[config.mk]
export PLATFORM = sky130hd
export DESIGN_NAME = des_key_schedule
export DESIGN_NICKNAME = d
export VERILOG_FILES = /design/src/rtl/des_key_schedule.sv
export SDC_FILE = /design/constraint.sdc
export NUM_CORES = 1
export LEC_CHECK = 0
export ABC_AREA = 0
export ABC_CLOCK_PERIOD_IN_PS = 2300
export BUFFER_PORTS_ARGS = -buffer_cell sky130_fd_sc_hd__buf_4
export CAP_MARGIN = 0
export CORE_MARGIN = 10
export CORE_UTILIZATION = 30
export DETAILED_ROUTE_END_ITERATION = 8
export PLACE_DENSITY = 0.48
export SETUP_SLACK_MARGIN = 0.05
export SLEW_MARGIN = 20
export SYNTH_ARGS = -nofsm -noshare
export SYNTH_HDL_FRONTEND = slang
export SYNTH_SLANG_ARGS = --single-unit
[constraint.sdc]
create_clock -name clk -period 2.3 [get_ports clk]
set_input_delay 0 -clock clk [delete_from_list [all_inputs] [get_ports clk]]
set_output_delay 0 -clock clk [all_outputs]
set_load 0.01 [all_outputs]
[src/rtl/des_key_schedule.sv]
// Iterative DES subkey generator: PC-1 on load, C/D rotation per round,
// PC-2 output. Optional weak-key flag under macro DES_WEAK_KEY_DETECT_EN.
module des_key_schedule (
    input  logic        clk,
    input  logic        rst_n,
    input  logic        load,
    input  logic [63:0] keyIn,
    input  logic        decrypt,
    input  logic        advance,
    output logic [47:0] subkey,
    output logic        subkey_valid,
    output logic [3:0]  round_idx,
    output logic        last_round,
    output logic        done,
    output logic        weak_key
);

    typedef enum logic {IDLE, RUN} state_e;

    // Key bit numbers are 1-based with bit 1 at keyIn[63].
    localparam byte PC1 [56] = '{
        57, 49, 41, 33, 25, 17,  9,  1, 58, 50, 42, 34, 26, 18,
        10,  2, 59, 51, 43, 35, 27, 19, 11,  3, 60, 52, 44, 36,
        63, 55, 47, 39, 31, 23, 15,  7, 62, 54, 46, 38, 30, 22,
        14,  6, 61, 53, 45, 37, 29, 21, 13,  5, 28, 20, 12,  4
    };

    localparam byte PC2 [48] = '{
        14, 17, 11, 24,  1,  5,  3, 28, 15,  6, 21, 10,
        23, 19, 12,  4, 26,  8, 16,  7, 27, 20, 13,  2,
        41, 52, 31, 37, 47, 55, 30, 40, 51, 45, 33, 48,
        44, 49, 39, 56, 34, 53, 46, 42, 50, 36, 29, 32
    };

    function automatic logic [55:0] pc1(input logic [63:0] k);
        logic [55:0] r;
        r = '0;
        for (int i = 0; i < 56; i++) begin
            r[55-i] = k[64-int'(PC1[i])];
        end
        return r;
    endfunction

    function automatic logic [47:0] pc2(input logic [55:0] cd);
        logic [47:0] r;
        r = '0;
        for (int i = 0; i < 48; i++) begin
            r[47-i] = cd[56-int'(PC2[i])];
        end
        return r;
    endfunction

    // Rounds 1, 2, 9 and 16 shift by one, all others by two.
    function automatic logic two_shift(input logic [4:0] rnd);
        return !(rnd == 5'd1 || rnd == 5'd2 || rnd == 5'd9 || rnd == 5'd16);
    endfunction

    // Bit 1 of each half sits at index 27, so a DES left shift moves
    // bits toward the MSB.
    function automatic logic [27:0] rotl(input logic [27:0] v, input logic two);
        return two ? {v[25:0], v[27:26]} : {v[26:0], v[27]};
    endfunction

    function automatic logic [27:0] rotr(input logic [27:0] v, input logic two);
        return two ? {v[1:0], v[27:2]} : {v[0], v[27:1]};
    endfunction

    state_e      state_q, state_d;
    logic [27:0] c_q, c_d;
    logic [27:0] d_q, d_d;
    logic [3:0]  idx_q, idx_d;
    logic        dir_q, dir_d;
    logic        done_q, done_d;

    logic [55:0] cd0;
    logic [4:0]  rnd;
    logic        sh2;

    assign cd0 = pc1(keyIn);

    // DES round number whose shift moves us to the next subkey
    always_comb begin
        rnd = 5'd0;
        if (dir_q) begin
            rnd = 5'd16 - {1'b0, idx_q};
        end else begin
            rnd = {1'b0, idx_q} + 5'd2;
        end
        sh2 = two_shift(rnd);
    end

    // Next-state: load has priority, then advance while running
    always_comb begin
        state_d = state_q;
        c_d     = c_q;
        d_d     = d_q;
        idx_d   = idx_q;
        dir_d   = dir_q;
        done_d  = 1'b0;
        if (load) begin
            state_d = RUN;
            dir_d   = decrypt;
            idx_d   = 4'd0;
            if (decrypt) begin
                c_d = cd0[55:28];
                d_d = cd0[27:0];
            end else begin
                c_d = rotl(cd0[55:28], 1'b0);
                d_d = rotl(cd0[27:0], 1'b0);
            end
        end else if (advance && state_q == RUN) begin
            if (idx_q == 4'd15) begin
                state_d = IDLE;
                idx_d   = 4'd0;
                done_d  = 1'b1;
            end else begin
                idx_d = idx_q + 4'd1;
                if (dir_q) begin
                    c_d = rotr(c_q, sh2);
                    d_d = rotr(d_q, sh2);
                end else begin
                    c_d = rotl(c_q, sh2);
                    d_d = rotl(d_q, sh2);
                end
            end
        end
    end

    // Schedule state registers
    always_ff @(posedge clk or negedge rst_n) begin
        if (!rst_n) begin
            state_q <= IDLE;
            c_q     <= '0;
            d_q     <= '0;
            idx_q   <= '0;
            dir_q   <= 1'b0;
            done_q  <= 1'b0;
        end else begin
            state_q <= state_d;
            c_q     <= c_d;
            d_q     <= d_d;
            idx_q   <= idx_d;
            dir_q   <= dir_d;
            done_q  <= done_d;
        end
    end

`ifdef DES_WEAK_KEY_DETECT_EN
    logic weak_q, weak_d;
    logic c_flat, d_flat;

    assign c_flat = (cd0[55:28] == '0) || (cd0[55:28] == '1);
    assign d_flat = (cd0[27:0] == '0) || (cd0[27:0] == '1);

    // Weak-key flag refreshed on every load from the PC-1 halves
    always_comb begin
        weak_d = weak_q;
        if (load) begin
            weak_d = c_flat && d_flat;
        end
    end

    // Weak-key flag register
    always_ff @(posedge clk or negedge rst_n) begin
        if (!rst_n) begin
            weak_q <= 1'b0;
        end else begin
            weak_q <= weak_d;
        end
    end

    assign weak_key = weak_q;
`else
    assign weak_key = 1'b0;
`endif

    assign subkey       = pc2({c_q, d_q});
    assign subkey_valid = (state_q == RUN);
    assign round_idx    = idx_q;
    assign last_round   = subkey_valid && (idx_q == 4'd15);
    assign done         = done_q;

endmodule
## Yosys cells after proc, flatten, opt, wreduce, memory -nomap -nowiden

Cells that the tools add are included.

- Output and inout port bits: 56
- Register bits after elaboration: 63
- Input bits: 69

- Reduce and logical (&&, ||, !) cells: 9
- Add/sub/neg operators: 3
- Eq/ne operators: 6
- Multiplexer cells: 24

Operator list:

| kind | number |
|---|---|
| $mux W28 | 14 |
| $mux W4 | 3 |
| $mux W1 | 6 |
| $add A4 B2 Y5 const B | 1 |
| $eq A5 B1 Y1 const B | 1 |
| $eq A5 B2 Y1 const B | 1 |
| $eq A5 B4 Y1 const B | 1 |
| $eq A5 B5 Y1 const B | 1 |
| $mux W5 | 1 |
| $sub A5 B4 Y5 const A | 1 |
| $add A4 B1 Y4 const B | 1 |
| $eq A4 B4 Y1 const B | 1 |
| $reduce_and A2 Y1 | 2 |
| $reduce_bool A2 Y1 | 2 |
| $logic_or A1 B1 Y1 | 3 |
| $logic_and A1 B1 Y1 | 2 |
| $ne A2 B2 Y1 const B | 1 |

## Longest topological paths before layout

- Depth after elaboration: 11
- Gate-level depth with buffers: 9
- Depth with buffers taken out: 7

## Worst setup path before layout

No wires, ideal clock.

- Path type: flip-flop to flip-flop
- Start: reg idx_q[0] (netlist: round_idx[0])
- End: reg c_q[10]
- Data arrival time: 2,351 ps
- Cell stages (with the launch flop): 9
- Buffers on the path: 1
- Library setup time: 126 ps
- Required time: 2,174 ps
- Slack: -177 ps
- Cells stage by stage: dfrtp_1 -> inv_1 -> ha_1 -> inv_1 -> o311ai_2 -> o32a_1 -> buf_4 -> nor3_1 -> o32a_1

- Cells in the longest elaborated chain, start to end: 11

RTL lines:

| what | RTL line | source |
|---|---|---|
| from (decl) | 71 | `logic [3:0] idx_q, idx_d;` |
| from (signal assigned) | 142 | `idx_q <= idx_d;` |
| $sub A5 B4 Y5 or $add A4 B2 Y5 (tied branches) | 85, 87 |  |
| $mux W5 | 84 | `if (dir_q) begin` |
| $eq A5 B1 Y1 or $eq A5 B2 Y1 (tied branches) | 55 | `return !(rnd == 5'd1 \|\| rnd == 5'd2 \|\| rnd == 5'd9 \|\| rnd == 5'd16);` |
| $logic_or A1 B1 Y1 (3 in a row) | 55 |  |
| $mux W28 (on tied branches) | 61, 65 |  |
| $mux W28 | 118 | `if (dir_q) begin` |
| $mux W28 | 112 | `if (idx_q == 4'd15) begin` |
| $mux W28 | 111 | `end else if (advance && state_q == RUN) begin` |
| $mux W28 | 100 | `if (load) begin` |
| to (signal assigned) | 133 | `c_q <= '0;` |
| to (signal assigned) | 140 | `c_q <= c_d;` |
| to (decl) | 69 | `logic [27:0] c_q, c_d;` |

Parallel ways exist; a longest one is shown, timed or not. The select of a mux whose other input is x is not followed.
A chain may end at the register's enable or synchronous reset.

## Worst setup path in the final report

- Start: reg idx_q[1] (netlist: round_idx[1])
- End: reg c_q[26]

Same word-level chain as after synthesis.

==> run_results.csv <==
group,metric,value,unit
synthesis,ys_dominant_reg_cell,"sky130_fd_sc_hd__dfrtp_1",
detailed_routing,routed_via_density,5.67,
floorplanning,core-area,18000,um2
finish,post_route_cells_drive_above_1_share,0.326,
synthesis,synth_largest_area_cell,"sky130_fd_sc_hd__dfrtp_1",
synthesis,synth.cell_area,5510,um2
synthesis,syn-instance-count,653,
detailed_routing,detail_route.iter0.violations,515,
place,placement.io_buffers,115,
synthesis,synth_seq_area_share,0.286,
cts,worst_setup_hold_path_clk_slew,50,ps
global_routing,grt_start_max_net_pins,64,
setup_path,critical_path_peak_fanout,20,
flow_run,drv_cap,0,
synthesis,ys_types,47,
worst_hold_path,hp-class,"input port to flip-flop",
finish,multiInputGateArea,3400,um2
finish,num-fill-cells,1864,
setup_path,cp.arrival,2500,ps
finish,final-seq-area,1580,um2
sta,timing.max_slew.rel_slack,0.393,
setup_path,crit_path_start_kind,"flip-flop",
synthesis,synth_most_common_cell,"sky130_fd_sc_hd__mux2i_1",
floorplanning,die_area,24200,um2
finish,nets,810,
synthesis,synthArstFlopShare,1.00,
setup_path,timing.rr.end,"c_q[26]",
floorplanning,die_height,156,um
global_routing,final_global_route_overflow_total,0,
detailed_routing,drt_drc_violations_left,0,
detailed_routing,vias,5497,
synthesis,postSynthNetCount,726,
floorplanning,die_width,156,um
synthesis,synth_area_leaders,"sky130_fd_sc_hd__dfrtp_1, sky130_fd_sc_hd__mux2i_1, sky130_fd_sc_hd__buf_4",
sta,tightest_slew,910,ps
pwr,p_clk_frac,0.260,
pwr,design_power_total,4.94,mW
synthesis,synth.top_cell.area_share,0.286,
finish,area_delta_synth_final,27.4,%
global_routing,vias_in_the_first_global_route,5528,
finish,final-instance-count-excl-fill,969,
cts,cts_inserted_buffers,9,
sta,fin_skew,2.38,ps
pwr,seq_power_share,0.356,
pwr,powerDensity,703,nW/um2
floorplanning,placementRows,49,
worst_hold_path,hold_path.startpoint,"advance",
setup_path,timing.critical_path.to_type,"flip-flop",
cts,tritoncts,"built",
setup_path,rrSetupSlack,10,ps
cts,cts.root.buffer_cell,"sky130_fd_sc_hd__clkbuf_16",
sta,report.final.hold_viol_count,0,
synthesis,syn_avg_cell_area,8.44,um2
sta,final_count_of_pins_violating_max_slew,0,
cts,clock_sink_count,63,
sta,max_fclk,437,MHz
cts,clock_network_latency_to_the_later_pin_of_the_worst_skew_pair,340,ps
sta,min_period,2290,ps
setup_path,worst-endpoint-required,2520,ps
outcome,status,"finished clean",
finish,core_utilization_of_the_finished_layout,0.390,
place,gp_congestion,0.869,
sta,finalSetupTns,0,ps
detailed_routing,detailed_route_wire_length,20.2,mm
place,dpl-instance-area,6540,um2
synthesis,synth_enable_flop_cells,0,
sta,setup_viol_count_final,0,
worst_hold_path,whs_path_depth,4,
place,dp_hpwl,14.5,mm
pwr,switchingPower,1.88,mW
synthesis,ys_ff_latch,63,
detailed_routing,detail_route.wl_per_cell,20.9,um
sta,final_min_period_over_clock_period,0.994,
cts,clock_tree.buffer_depth,2,
floorplanning,num_io_pins,125,
place,place.detailed.instances,944,
worst_hold_path,min_to,"round_idx[2]",
pwr,max-vdd-ir-drop,359,uV
sta,setup_repair_after_global_routing_missed_its_margin,"yes",
pwr,fraction_of_power_spent_switching_nets,0.380,
global_routing,grt_use_total,0.160,
finish,finish.instance_area,7030,um2
detailed_routing,final_antenna_net_count,0,
cts,cts_htree_levels,3,
finish,antenna_cells,0,
synthesis,ys.warnings.count,0,
global_routing,antenna_found_initial,0,
setup_path,crit-reg2reg-launch,"round_idx[1]",
floorplanning,start_util,0.306,
detailed_routing,drt_pre_antenna_iters,5,
sta,worst_slack,14.1,ps
sta,worst_hold_slack,61.4,ps
pwr,cell_internal_pwr,3.07,mW
setup_path,worst_reg2reg_path_depth,8,
pwr,pwr-share-comb,0.384,
place,place_ws,-58.5,ps
global_routing,grt_first_pass_wirelength,31.7,mm
pwr,p_leak,3.03,nW
synthesis,ys_top_cells_by_count,"sky130_fd_sc_hd__mux2i_1, sky130_fd_sc_hd__nor2_1, sky130_fd_sc_hd__dfrtp_1",
setup_path,path_class,"flip-flop to flip-flop",
## cell type report
cell class	count	share of cell area
sequential	63	0.225
inverter	6	0.00356
timing repair buffer	181	0.209
clock inverter	1	0.000712
clock buffer	13	0.0370
tap	229	0.0408
multi-input combinational	476	0.484
## power by group through the flow
stage	clock network [mW]	registers, mW	logic (mW)
after floorplan	0	1.58	1.32
after global placement	0	1.75	1.77
after detailed placement	0	1.76	1.81
after CTS	1.31	1.74	1.82
after global routing	1.36	1.80	2.06
final	1.28	1.76	1.90
## logic make-up after synthesis
| logic type | after synthesis | synth area share |
|---|---|---|
| AOI/OAI and AO/OA | 185 | 0.239 |
| xor gates and xnor gates | 2 | 0.00318 |
| adders and majority gates | 4 | 0.00908 |
| buffers and inverters | 114 | 0.123 |
| DFF | 63 | 0.286 |
| muxes | 103 | 0.191 |
| other | 1 | 0.000680 |
| and+or+nand+nor | 181 | 0.148 |
## repair_timing
item | in CTS | in global routing
hold buffers | 1 | 0
pin swaps | 0 | 8
endpoints found under the hold margin | 63 | 0
gates resized for setup | 5 | 27
buffers inserted | 0 | 10
endpoints found under the setup margin | 34 | 43
## layout by cell type (no fill, tap or decap), types with 17 or more instances in the layout
master / netlist / final
sky130_fd_sc_hd__o21ai_0: 50 / 49
sky130_fd_sc_hd__mux2i_1: 86 / 85
sky130_fd_sc_hd__dfrtp_1: 63 / 60
sky130_fd_sc_hd__a221oi_1: 23 / 17
sky130_fd_sc_hd__nor2_1: 82 / 80
sky130_fd_sc_hd__buf_4: 54 / 166
sky130_fd_sc_hd__nand3_1: 56 / 56
sky130_fd_sc_hd__a311oi_1: 17 / 17
sky130_fd_sc_hd__mux2_2: 17 / 17
sky130_fd_sc_hd__o22ai_1: 20 / 20
sky130_fd_sc_hd__a31oi_1: 39 / 37
## flip-flops by register name, indices dropped and copies added, names as in the netlist
register / cells
c_q: 28
d_q: 28
dir_q: 1
done: 1
round_idx: 4
subkey_valid: 1
## how the worst max path moves through the flow
| stage | start | endpoint | slack [ps] | cells after the start |
|---|---|---|---|---|
| finish | round_idx[1] | c_q[26] | 10 | 8 |
| global route | round_idx[1] | c_q[22] | -40 | 8 |
| CTS | round_idx[2] | c_q[26] | 20 | 8 |
| detailed placement | round_idx[1] | c_q[26] | -60 | 8 |
| global placement | round_idx[1] | c_q[26] | 1 | 8 |
| floorplan | round_idx[0] | c_q[12] | 60 | 8 |
## routing by layer
| layer | track usage | wire [um] | vias to the layer above |
|---|---|---|---|
| met3 | 0.0444 | 1340 | 14 |
| met2 | 0.249 | 9290 | 192 |
| met5 | 0 | 0 | - |
| met4 | 0.0299 | 139 | 0 |
| met1 | 0.217 | 9460 | 2694 |
| li1 | - | - | 2597 |
## worst max-delay path, cell delays in order, from the launching register on
cell and delay (ps):
sky130_fd_sc_hd__dfrtp_2 390, sky130_fd_sc_hd__inv_4 60, sky130_fd_sc_hd__ha_4 280, sky130_fd_sc_hd__nor2_1 50, sky130_fd_sc_hd__o311a_4 340, sky130_fd_sc_hd__o32a_4 360, sky130_fd_sc_hd__buf_12 170, sky130_fd_sc_hd__and3_4 180
sky130_fd_sc_hd__o32a_1 320
Power figures use the tool's default switching activity.
